$ cat src/rtl/sar_conv_sequencer.sv
// Synchronous sequencer for the asynchronous SAR core: drives SAMP, waits for
// the synchronised EOC, captures CODE, averages 2^AVG_LOG2 conversions and
// presents the result on a valid/ready port with sticky timeout/overrun flags.
module sar_conv_sequencer #(
  parameter int unsigned N           = 9,
  parameter int unsigned SAMP_CYCLES = 4,
  parameter int unsigned TIMEOUT_CYC = 64,
  parameter int unsigned AVG_LOG2    = 0,
  parameter int unsigned SYNC_STAGES = 2
) (
  input  logic         CLK,
  input  logic         RST,
  input  logic         START,
  input  logic         CONT,
  input  logic         CLR_FLAGS,
  input  logic         EOC,
  input  logic [N-1:0] CODE,
  output logic         SAMP,
  output logic         BUSY,
  output logic [N-1:0] DOUT,
  output logic         DVALID,
  input  logic         DREADY,
  output logic         TIMEOUT,
  output logic         OVERRUN
);

  localparam int unsigned AW = N + AVG_LOG2;
  localparam int unsigned CW = AVG_LOG2 + 1;
  localparam int unsigned SW = $clog2(SAMP_CYCLES + 1);
  localparam int unsigned TW = $clog2(TIMEOUT_CYC + 1);

  localparam logic [CW-1:0] GROUP     = CW'(1 << AVG_LOG2);
  localparam logic [SW-1:0] SAMP_LAST = SW'(SAMP_CYCLES - 1);
  localparam logic [TW-1:0] TMO_LAST  = TW'(TIMEOUT_CYC - 1);

  typedef enum logic [1:0] {
    S_IDLE,
    S_SAMPLE,
    S_CONVERT,
    S_CAPTURE
  } state_t;

  state_t                 r_state;
  logic [SYNC_STAGES-1:0] r_sync;
  logic [SW-1:0]          r_samp_cnt;
  logic [TW-1:0]          r_timer;
  logic [AW-1:0]          r_acc;
  logic [CW-1:0]          r_cnt;

  logic                   w_eoc_s;
  logic [AW-1:0]          w_acc_next;
  logic [CW-1:0]          w_cnt_next;
  logic                   w_group_done;

  assign w_eoc_s      = r_sync[SYNC_STAGES-1];
  assign w_acc_next   = r_acc + AW'(CODE);
  assign w_cnt_next   = r_cnt + CW'(1);
  assign w_group_done = (w_cnt_next == GROUP);

  // Bring the asynchronous EOC into the CLK domain.
  always_ff @(posedge CLK) begin
    if (RST) begin
      r_sync <= '0;
    end else begin
      r_sync <= {r_sync[SYNC_STAGES-2:0], EOC};
    end
  end

  // Conversion FSM with registered SAMP/BUSY and the result/flag registers.
  always_ff @(posedge CLK) begin
    if (RST) begin
      r_state    <= S_IDLE;
      SAMP       <= 1'b1;
      BUSY       <= 1'b0;
      DOUT       <= '0;
      DVALID     <= 1'b0;
      TIMEOUT    <= 1'b0;
      OVERRUN    <= 1'b0;
      r_acc      <= '0;
      r_cnt      <= '0;
      r_samp_cnt <= '0;
      r_timer    <= '0;
    end else begin
      // Clears and handshakes come first so a same-cycle set or publish below wins.
      if (CLR_FLAGS) begin
        TIMEOUT <= 1'b0;
        OVERRUN <= 1'b0;
      end
      if (DVALID && DREADY) begin
        DVALID <= 1'b0;
      end

      case (r_state)
        S_IDLE: begin
          if (START || CONT) begin
            r_state    <= S_SAMPLE;
            BUSY       <= 1'b1;
            r_acc      <= '0;
            r_cnt      <= '0;
            r_samp_cnt <= '0;
          end
        end

        S_SAMPLE: begin
          if (r_samp_cnt == SAMP_LAST) begin
            r_state <= S_CONVERT;
            SAMP    <= 1'b0;
            r_timer <= '0;
          end else begin
            r_samp_cnt <= r_samp_cnt + SW'(1);
          end
        end

        S_CONVERT: begin
          if (w_eoc_s) begin
            r_state <= S_CAPTURE;
          end else if (r_timer == TMO_LAST) begin
            TIMEOUT <= 1'b1;
            r_state <= S_IDLE;
            SAMP    <= 1'b1;
            BUSY    <= 1'b0;
            r_acc   <= '0;
            r_cnt   <= '0;
          end else begin
            r_timer <= r_timer + TW'(1);
          end
        end

        S_CAPTURE: begin
          SAMP       <= 1'b1;
          r_samp_cnt <= '0;
          if (!w_group_done) begin
            r_acc   <= w_acc_next;
            r_cnt   <= w_cnt_next;
            r_state <= S_SAMPLE;
          end else begin
            DOUT   <= w_acc_next[AW-1:AVG_LOG2];
            DVALID <= 1'b1;
            if (DVALID && !DREADY) begin
              OVERRUN <= 1'b1;
            end
            r_acc <= '0;
            r_cnt <= '0;
            if (CONT) begin
              r_state <= S_SAMPLE;
            end else begin
              r_state <= S_IDLE;
              BUSY    <= 1'b0;
            end
          end
        end

        default: begin
          r_state <= S_IDLE;
          SAMP    <= 1'b1;
          BUSY    <= 1'b0;
        end
      endcase
    end
  end

endmodule
$ cat config.mk
export PLATFORM = sky130hd
export DESIGN_NAME = sar_conv_sequencer
export DESIGN_NICKNAME = d
export VERILOG_FILES = /design/src/rtl/sar_conv_sequencer.sv
export SDC_FILE = /design/constraint.sdc
export NUM_CORES = 1
export LEC_CHECK = 0
export CAP_MARGIN = 20
export CORE_UTILIZATION = 52
export CTS_CLUSTER_SIZE = 30
export DETAILED_ROUTE_END_ITERATION = 7
export GPL_ROUTABILITY_DRIVEN = 0
export HOLD_SLACK_MARGIN = 0.02
export MAX_ROUTING_LAYER = met4
export PLACE_DENSITY = 0.89
export SLEW_MARGIN = 30
export SYNTH_ARGS = -nofsm -noshare
export SYNTH_HDL_FRONTEND = slang
export SYNTH_SLANG_ARGS = --single-unit
$ cat constraint.sdc
create_clock -name CLK -period 4.2 [get_ports CLK]
set_clock_uncertainty 0.05 [all_clocks]
set_input_delay 0.84 -clock CLK [delete_from_list [all_inputs] [get_ports CLK]]
set_output_delay 0.84 -clock CLK [all_outputs]
set_load 0.02 [all_outputs]
==> results.json, run 1 <==
{
  "synth_most_common_cell": "dfxtp_1",
  "syn_inst": 143,
  "status": "finished clean",
  "initial_core_util_pct": 56.1,
  "slew_headroom_pct": 38.2,
  "post_cts_resized": 0,
  "met3_usage_pct": 5.65,
  "hold_depth": 2,
  "met2_usage_pct": 42.8,
  "cts.sinks": 28,
  "layout.cells.non_filler": 198,
  "maxCapViolCount": 0,
  "dieArea_sq_mm": 0.00261,
  "synthToLayoutAreaGrowth_pct": 25.7,
  "vias": 1112,
  "first_iter_violations": 26,
  "drt_wl_total_um": 2740,
  "synth_top_area_cell": "dfxtp_1",
  "cpMaxStageDelayCell": "clkdlybuf4s50_1",
  "tightest_slew_ps": 925,
  "rows": 17,
  "ys_warn_count": 0,
  "diodes": 0,
  "io_buffers": 29,
  "clock.fmax_mhz": 390,
  "placedCellCount": 194,
  "synth_edf_count": 0,
  "detail-route-antenna-nets": 0,
  "first_global_vias": 1104,
  "slew_violations": 0,
  "grt.total_usage_pct": 24.2,
  "async_flop_share_pct": 0,
  "synth_area_per_cell_sq_um": 8.76,
  "via_per_inst": 5.62,
  "fin_hold_ws_ps": 416,
  "period_share_pct": 61.0,
  "dr.pass1.iters": 4,
  "rsz0062_at_grt": "no",
  "clock_latency_ps": 330,
  "gr-total-overflow": 0,
  "layout-drive-gt1-share_pct": 5.29,
  "avgRoutedWirePerCell_um": 13.8,
  "crit-reg2reg-launch": "r_samp_cnt[0]",
  "grt_use_met1_pct": 26.2,
  "drc": 0,
  "cts_htree_levels": 1,
  "clk_pin_slew_worst_paths_ps": 140,
  "vdd_drop_max_mv": 0.216,
  "hold_viol_final": 0,
  "io_pins": 30,
  "r2r_cells": 6,
  "seq_area_frac_synth_pct": 44.8,
  "fin_tns_setup_ps": 0,
  "r2r_slack_ps": 2510,
  "path_max_fanout": 25,
  "hpwl_um": 1970,
  "synth.net_count": 162,
  "gr-max-usage-layer": "met2",
  "postCtsSetupBuffers": 0,
  "ys.flop_type": "dfxtp_1",
  "ctsLongestPathBuffers": 2,
  "fp.dieH_um": 51.1,
  "whs_endpoint": "DOUT[7]",
  "ys_ff_latch": 28,
  "setup_viol": 0,
  "period_needed_ps": 2560,
  "crit_required_ps": 4410,
  "core_area_sq_mm": 0.00223,
  "slowest_delay_ps": 880,
  "hp-class": "reg -> reg",
  "power_density_mw_per_mm2": 283,
  "synthTopCellsByCount": "28 x dfxtp_1, 26 x nand2_1, 19 x a21oi_1, 7 x inv_1",
  "worstSetupPathType": "in -> reg",
  "arrival_ps": 2780,
  "cp_cell_sequence": "clkdlybuf4s50_1 > nor3b_4 > o311a_1 > a41oi_1 > a31oi_1",
  "antenna_found_initial": 0,
  "start_kind": "input port",
  "synth.cell_area_sq_mm": 0.00125,
  "ctsHoldBuffers": 0,
  "cts_tree": "done",
  "numCtsBuffers": 3,
  "r2r_end": "r_timer[5]",
  "synthTopCellsByArea": "dfxtp_1 45%, nand2_1 7.8%, a21oi_1 7.6%",
  "grt_pass1_wl_um": 4620,
  "hp-start": "DOUT[7]",
  "end_kind": "register",
  "p_leak_uw": 0.000531,
  "synthDominantCellAreaShare_pct": 44.8,
  "cts_root_buffer": "clkbuf_4",
  "grt_max_degree": 26,
  "yosys.cell_types.count": 40,
  "die_w_um": 51.1,
  "nets": 190
}
[worst max-delay path by stage]
| stage | from | endpoint | slack (ps) |
|---|---|---|---|
| finish | RST | r_timer[5] | 1640 |
| global route | RST | r_timer[5] | 1510 |
| CTS | RST | r_timer[5] | 1640 |
| detailed placement | RST | r_timer[5] | 1290 |
| global placement | RST | r_timer[5] | 1400 |
| floorplan | CONT | BUSY | 2530 |
[metrics by stage]
step	worst slack [ps]	power [uW]	area [sq um]	utilization [%]
detailed placement	1290	318	1540	68.9
global placement	1400	316	1540	68.9
finish	1640	445	1570	70.5
CTS	1640	446	1570	70.5
floorplan	2530	298	1250	-
global route	1510	463	1570	70.5
[routing by layer]
metal | up-vias | share of wire [%]
li1 | 558 | -
met1 | 508 | 44
met2 | 43 | 50
met3 | 3 | 5.4
met4 | 0 | 0.80
met5 | - | 0
[flip-flops by register name, summed over array words and instances (netlist names)]
register and flops:
r_sync 2, DOUT 9, DVALID 1, TIMEOUT 1
BUSY 1, r_timer 7, r_samp_cnt 3, OVERRUN 1
SAMP 1, r_state 2
[worst max-delay path: cells and delay by family]
| family | cells | cell delay [ps] |
|---|---|---|
| AO/OA/AOI/OAI | 3 | 610 |
| buffers and inverters | 1 | 880 |
| AND/OR/NAND/NOR | 1 | 440 |
[logic make-up after synthesis]
family,count (synthesis),synth area share [%]
and+or+nand+nor,57,25.9
DFF,28,44.8
muxes,1,0.799
buffers and inverters,13,5.30
AOI/OAI and AO/OA,41,20.3
adders and majority gates,3,3.00
[layout by cell type (no fill, tap or decap), drive strengths merged]
cell type and instances:
or3b 1, clkdlybuf4s50 29, ha 3, nand2 26, nor2 5, nor2b 3, o2bb2ai 1, o22ai 1
a221o 1, o2111ai 1, or3 1, nor4 2, and2 1, nor4b 1, nand3b 1, nand4b 1
dfxtp 28, nor3 2, mux2i 1, and3 1, or2b 3, inv 7, nor3b 1, o311a 1
and2b 1, a21oi 19, nand3 2, nand4bb 1, nand2b 4, o21ai 5, a211oi 1, a21o 2
clkbuf 4, o21ba 1, a31oi 5, a32oi 2, a41oi 1
[report_power, final]
group / switching (uW) / internal, uW / total [uW]
sequential: 6.52 / 270 / 276
clock: 79.6 / 53.1 / 133
combinational: 14.9 / 21.2 / 36.2
[area by class of cell]
cell class	instances	area, sq um
multi-input cells	102	626
flip-flops and latches	28	561
repair buffers	29	290
fillers	167	659
inverters	7	26.3
well taps	28	35.0
clock buffers	4	36.3
Note: power is estimated with default switching activity, not from simulation.
==> run 2: changes to the inputs <==
--- a/config.mk
+++ b/config.mk
@@ -6,13 +6,13 @@
 export NUM_CORES = 1
 export LEC_CHECK = 0
 export CAP_MARGIN = 20
-export CORE_UTILIZATION = 52
+export CORE_UTILIZATION = 48
 export CTS_CLUSTER_SIZE = 30
 export DETAILED_ROUTE_END_ITERATION = 7
 export GPL_ROUTABILITY_DRIVEN = 0
 export HOLD_SLACK_MARGIN = 0.02
 export MAX_ROUTING_LAYER = met4
-export PLACE_DENSITY = 0.89
+export PLACE_DENSITY = 0.84
 export SLEW_MARGIN = 30
 export SYNTH_ARGS = -nofsm -noshare
 export SYNTH_HDL_FRONTEND = slang
==> constraint.sdc (replaced) <==
create_clock -name CLK -period 2.5 [get_ports CLK]
set_clock_uncertainty 0.05 [all_clocks]
set_input_delay 0.5 -clock CLK [delete_from_list [all_inputs] [get_ports CLK]]
set_output_delay 0.5 -clock CLK [all_outputs]
set_load 0.02 [all_outputs]
==> results.json, run 2 (synthesized netlist as in run 1, its figures left out) <==
{
  "worstSetupPathType": "reg -> out",
  "p_leak_uw": 0.000529,
  "whs_endpoint": "DOUT[4]",
  "slew_headroom_pct": 63.6,
  "ctsHoldBuffers": 0,
  "core_area_sq_mm": 0.00248,
  "drt_wl_total_um": 2750,
  "cts_htree_levels": 1,
  "cpMaxStageDelayCell": "clkdlybuf4s50_1",
  "via_per_inst": 5.68,
  "dp_slack_ps": 565,
  "dieArea_sq_mm": 0.00282,
  "crit-reg2reg-launch": "r_state[1]",
  "ctsLongestPathBuffers": 2,
  "hp-start": "DOUT[4]",
  "drc": 0,
  "io_buffers": 29,
  "layout_common_cells": "29 x clkdlybuf4s50_1, 28 x dfxtp_1, 26 x nand2_1",
  "avgRoutedWirePerCell_um": 13.7,
  "hp-class": "reg -> reg",
  "dr.pass1.iters": 4,
  "grt_pass1_wl_um": 4500,
  "period_share_pct": 74.8,
  "r2r_slack_ps": 830,
  "postCtsSetupBuffers": 0,
  "power_density_mw_per_mm2": 452,
  "first_global_vias": 1008,
  "fp.dieH_um": 53.1,
  "start_kind": "register",
  "clk_pin_slew_worst_paths_ps": 140,
  "largest_register_ffs": 9,
  "tightest_slew_ps": 545,
  "cts_root_buffer": "clkbuf_4",
  "clock_latency_ps": 320,
  "first_iter_violations": 27,
  "clock.fmax_mhz": 535,
  "arrival_ps": 1320,
  "period_needed_ps": 1870,
  "rows": 18,
  "antenna_found_initial": 0,
  "crit_required_ps": 1950,
  "vdd_drop_max_mv": 0.370,
  "fin_tns_setup_ps": 0,
  "hold_depth": 2,
  "p_total_uw": 709,
  "synthToLayoutAreaGrowth_pct": 25.4,
  "layout-drive-gt1-share_pct": 5.29,
  "r2r_cells": 4,
  "io_pins": 30,
  "hold_viol_final": 0,
  "slowest_delay_ps": 610,
  "die_w_um": 53.1,
  "post_cts_resized": 0,
  "diodes": 0,
  "vias": 1135,
  "crit_family": "buffers and inverters",
  "grt.total_usage_pct": 23.0,
  "worst_slack_ps": 630,
  "grt_max_degree": 25,
  "status": "finished clean",
  "end_kind": "output pin",
  "setup_viol": 0,
  "numCtsBuffers": 3,
  "hpwl_um": 2070,
  "cts.sinks": 28,
  "path_max_fanout": 3,
  "path_buf_inv": 1,
  "reg.largest.list": "DOUT: 9 flops, r_timer: 7 flops, r_samp_cnt: 3 flops",
  "r2r_end": "r_timer[3]",
  "gr-total-overflow": 0,
  "regMostFlops": "DOUT",
  "rsz0062_at_grt": "no",
  "cts_tree": "done",
  "cp_cell_sequence": "clkdlybuf4s50_1",
  "initial_core_util_pct": 50.6,
  "nets": 191,
  "slew_violations": 0,
  "maxCapViolCount": 0,
  "detail-route-antenna-nets": 0,
  "final_common_cell": "clkdlybuf4s50_1"
}
-- run 2: worst register-to-register path, cell delays in order (launching register included) --
cell       delay (ps)
dfxtp_1           620
or3b_1            420
o2bb2ai_1         180
nand2b_1          190
a31oi_1           110
-- run 2: power by group --
| group | total (uW) | internal [uW] | leakage (uW) | switching [uW] |
|---|---|---|---|---|
| Combinational | 61.9 | 36.8 | 0.000288 | 25.1 |
| Sequential | 465 | 453 | 0.000227 | 11.4 |
| Clock | 182 | 56.6 | 0.0000138 | 126 |
| Total | 709 | 547 | 0.000529 | 162 |
-- run 2: final cells by class --
type | count | area (sq um)
fillers | 223 | 907
repair buffers | 30 | 298
inverters | 7 | 26.3
well taps | 30 | 37.5
multi-input cells | 102 | 626
clock buffers | 3 | 22.5
flip-flops and latches | 28 | 561
-- run 2: worst max path at each step --
stage	from	slack, ps	cells past startpoint	end
after floorplan	r_timer[0]	1020	5	BUSY
after global placement	RST	640	5	r_timer[5]
after detailed placement	RST	560	5	r_timer[5]
after CTS	SAMP	620	1	SAMP
after global routing	BUSY	560	1	BUSY
final	SAMP	630	1	SAMP
-- run 2: per-layer routing --
layer	global-route usage, %	wire (um)	share of wire, %	vias up
met5	-	0	0	-
met2	37.1	1350	49	36
met3	5.75	171	6.2	7
li1	-	-	-	560
met4	10.5	48	1.7	0
met1	26.7	1180	43	532
-- run 2: stage by stage --
stage                     hold WS [ps]  area, sq um  instances  util, %
after floorplan                    364         1250        143        -
final                              414         1570        200     63.4
after CTS                          414         1570        200     63.4
after detailed placement           395         1550        197     62.5
after global placement             370         1550        197     62.5
after global routing               432         1570        200     63.4
==> run 3: changes to the inputs <==
--- a/config.mk
+++ b/config.mk
@@ -6,13 +6,13 @@
 export NUM_CORES = 1
 export LEC_CHECK = 0
 export CAP_MARGIN = 20
-export CORE_UTILIZATION = 48
+export CORE_UTILIZATION = 43
 export CTS_CLUSTER_SIZE = 30
 export DETAILED_ROUTE_END_ITERATION = 7
 export GPL_ROUTABILITY_DRIVEN = 0
 export HOLD_SLACK_MARGIN = 0.02
 export MAX_ROUTING_LAYER = met4
-export PLACE_DENSITY = 0.84
+export PLACE_DENSITY = 0.8
 export SLEW_MARGIN = 30
 export SYNTH_ARGS = -nofsm -noshare
 export SYNTH_HDL_FRONTEND = slang
==> constraint.sdc (replaced) <==
create_clock -name CLK -period 1.65 [get_ports CLK]
set_clock_uncertainty 0.05 [all_clocks]
set_input_delay 0.33 -clock CLK [delete_from_list [all_inputs] [get_ports CLK]]
set_output_delay 0.33 -clock CLK [all_outputs]
set_load 0.02 [all_outputs]
==> results.json, run 3 (synthesized netlist as in run 1, its figures left out) <==
{
  "clock.fmax_mhz": 638,
  "slew_headroom_pct": 77.6,
  "slowest_delay_ps": 400,
  "detail-route-antenna-nets": 0,
  "power_density_mw_per_mm2": 700,
  "dieArea_sq_mm": 0.00313,
  "hp-class": "reg -> reg",
  "cts.sinks": 28,
  "drc": 0,
  "r2r_cells": 5,
  "ctsLongestPathBuffers": 2,
  "reg.largest.list": "DOUT: 9 flops, r_timer: 7 flops, r_samp_cnt: 3 flops",
  "hpwl_um": 1980,
  "clock_latency_ps": 330,
  "gr-total-overflow": 0,
  "rsz0062_at_grt": "no",
  "via_per_inst": 5.45,
  "r2r_slack_ps": 80,
  "period_share_pct": 95.0,
  "io_pins": 30,
  "dr.pass1.iters": 4,
  "path_max_fanout": 4,
  "p_leak_uw": 0.000615,
  "regMostFlops": "DOUT",
  "worst_slack_ps": 81.7,
  "maxCapViolCount": 0,
  "hold_viol_final": 0,
  "arrival_ps": 1750,
  "grt_pass1_wl_um": 4690,
  "status": "finished clean",
  "cts_tree": "done",
  "final_util_pct": 58.6,
  "fp.dieH_um": 56.0,
  "grt.total_usage_pct": 19.3,
  "clk_pin_slew_worst_paths_ps": 150,
  "synthToLayoutAreaGrowth_pct": 29.0,
  "cts_root_buffer": "clkbuf_4",
  "antenna_found_initial": 0,
  "die_w_um": 56.0,
  "diodes": 0,
  "avgRoutedWirePerCell_um": 12.9,
  "slew_violations": 0,
  "cp_cell_sequence": "ha_2 > nand3_4 > o311a_1 > a41oi_1 > a31oi_1",
  "vias": 1128,
  "first_global_vias": 1073,
  "grt_max_degree": 25,
  "start_kind": "register",
  "dp_slack_ps": -131,
  "core_area_sq_mm": 0.00276,
  "largest_register_ffs": 9,
  "rows": 19,
  "initial_core_util_pct": 45.4,
  "hold_depth": 1,
  "n_fill_cell": 264,
  "setup_viol": 0,
  "io_buffers": 29,
  "numCtsBuffers": 3,
  "worstSetupPathType": "reg -> reg",
  "final_common_cell": "nand2_1",
  "first_iter_violations": 23,
  "cpMaxStageDelayCell": "o311a_1",
  "cts_htree_levels": 1,
  "nets": 196,
  "drt_wl_total_um": 2680,
  "crit_required_ps": 1830,
  "vdd_drop_max_mv": 0.593,
  "layout_common_cells": "26 x nand2_1, 24 x dfxtp_1, 19 x a21oi_1",
  "end_kind": "register",
  "layout-drive-gt1-share_pct": 11.9,
  "tightest_slew_ps": 336,
  "period_needed_ps": 1570
}
[run 3: repair_timing]
item	CTS	global route
resized for setup	14	7
setup buffers	1	0
pin swaps	0	1
setup endpoints to repair	15	7
hold buffers	0	0
[run 3: power by group]
| part | switching, uW | internal, uW | total [uW] |
|---|---|---|---|
| clock | 201 | 135 | 336 |
| combinational | 37.1 | 55.1 | 92.2 |
| sequential | 15.9 | 687 | 703 |
| total | 254 | 878 | 1130 |
[run 3: final cells by class]
class | instances | area [sq um] | area share [%]
Sequential cell | 28 | 566 | 35.0
Timing Repair Buffer | 35 | 318 | 19.7
Inverter | 7 | 26.3 | 1.63
Multi-Input combinational cell | 102 | 631 | 39.0
Clock buffer | 4 | 36.3 | 2.25
Tap cell | 31 | 38.8 | 2.40
[run 3: through the flow]
stage | total power [uW] | setup TNS (ps) | cell area (sq um) | hold WS, ps | instances
after global placement | 809 | -38.0 | 1580 | 382 | 202
after detailed placement | 812 | -317 | 1580 | 378 | 202
after CTS | 1150 | 0 | 1610 | 413 | 207
after global routing | 1190 | 0 | 1620 | 419 | 207
final | 1130 | 0 | 1620 | 409 | 207
after floorplan | 759 | 0 | 1250 | 352 | 143
[run 3: metal layers]
metal / track usage [%] / routed length, um
met1: 24.3 / 1200
met5: - / 0
met2: 29.6 / 1250
met3: 3.95 / 154
met4: 9.06 / 68
[run 3: path summary, 6_finish.rpt]
path	start	end
hold / removal	r_sync[0]	r_sync[1]
setup / recovery	r_timer[0]	r_timer[5]
hold reg to reg	r_sync[0]	r_sync[1]
setup reg to reg	r_timer[0]	r_timer[5]
[run 3: worst max-delay path, delay by kind of cell, from the launching register on]
family	cells	cell delay [ps]
AO/OA/AOI/OAI	3	730
adder cells (fa/ha/maj)	1	220
flip-flops	1	380
AND/OR/NAND/NOR	1	100
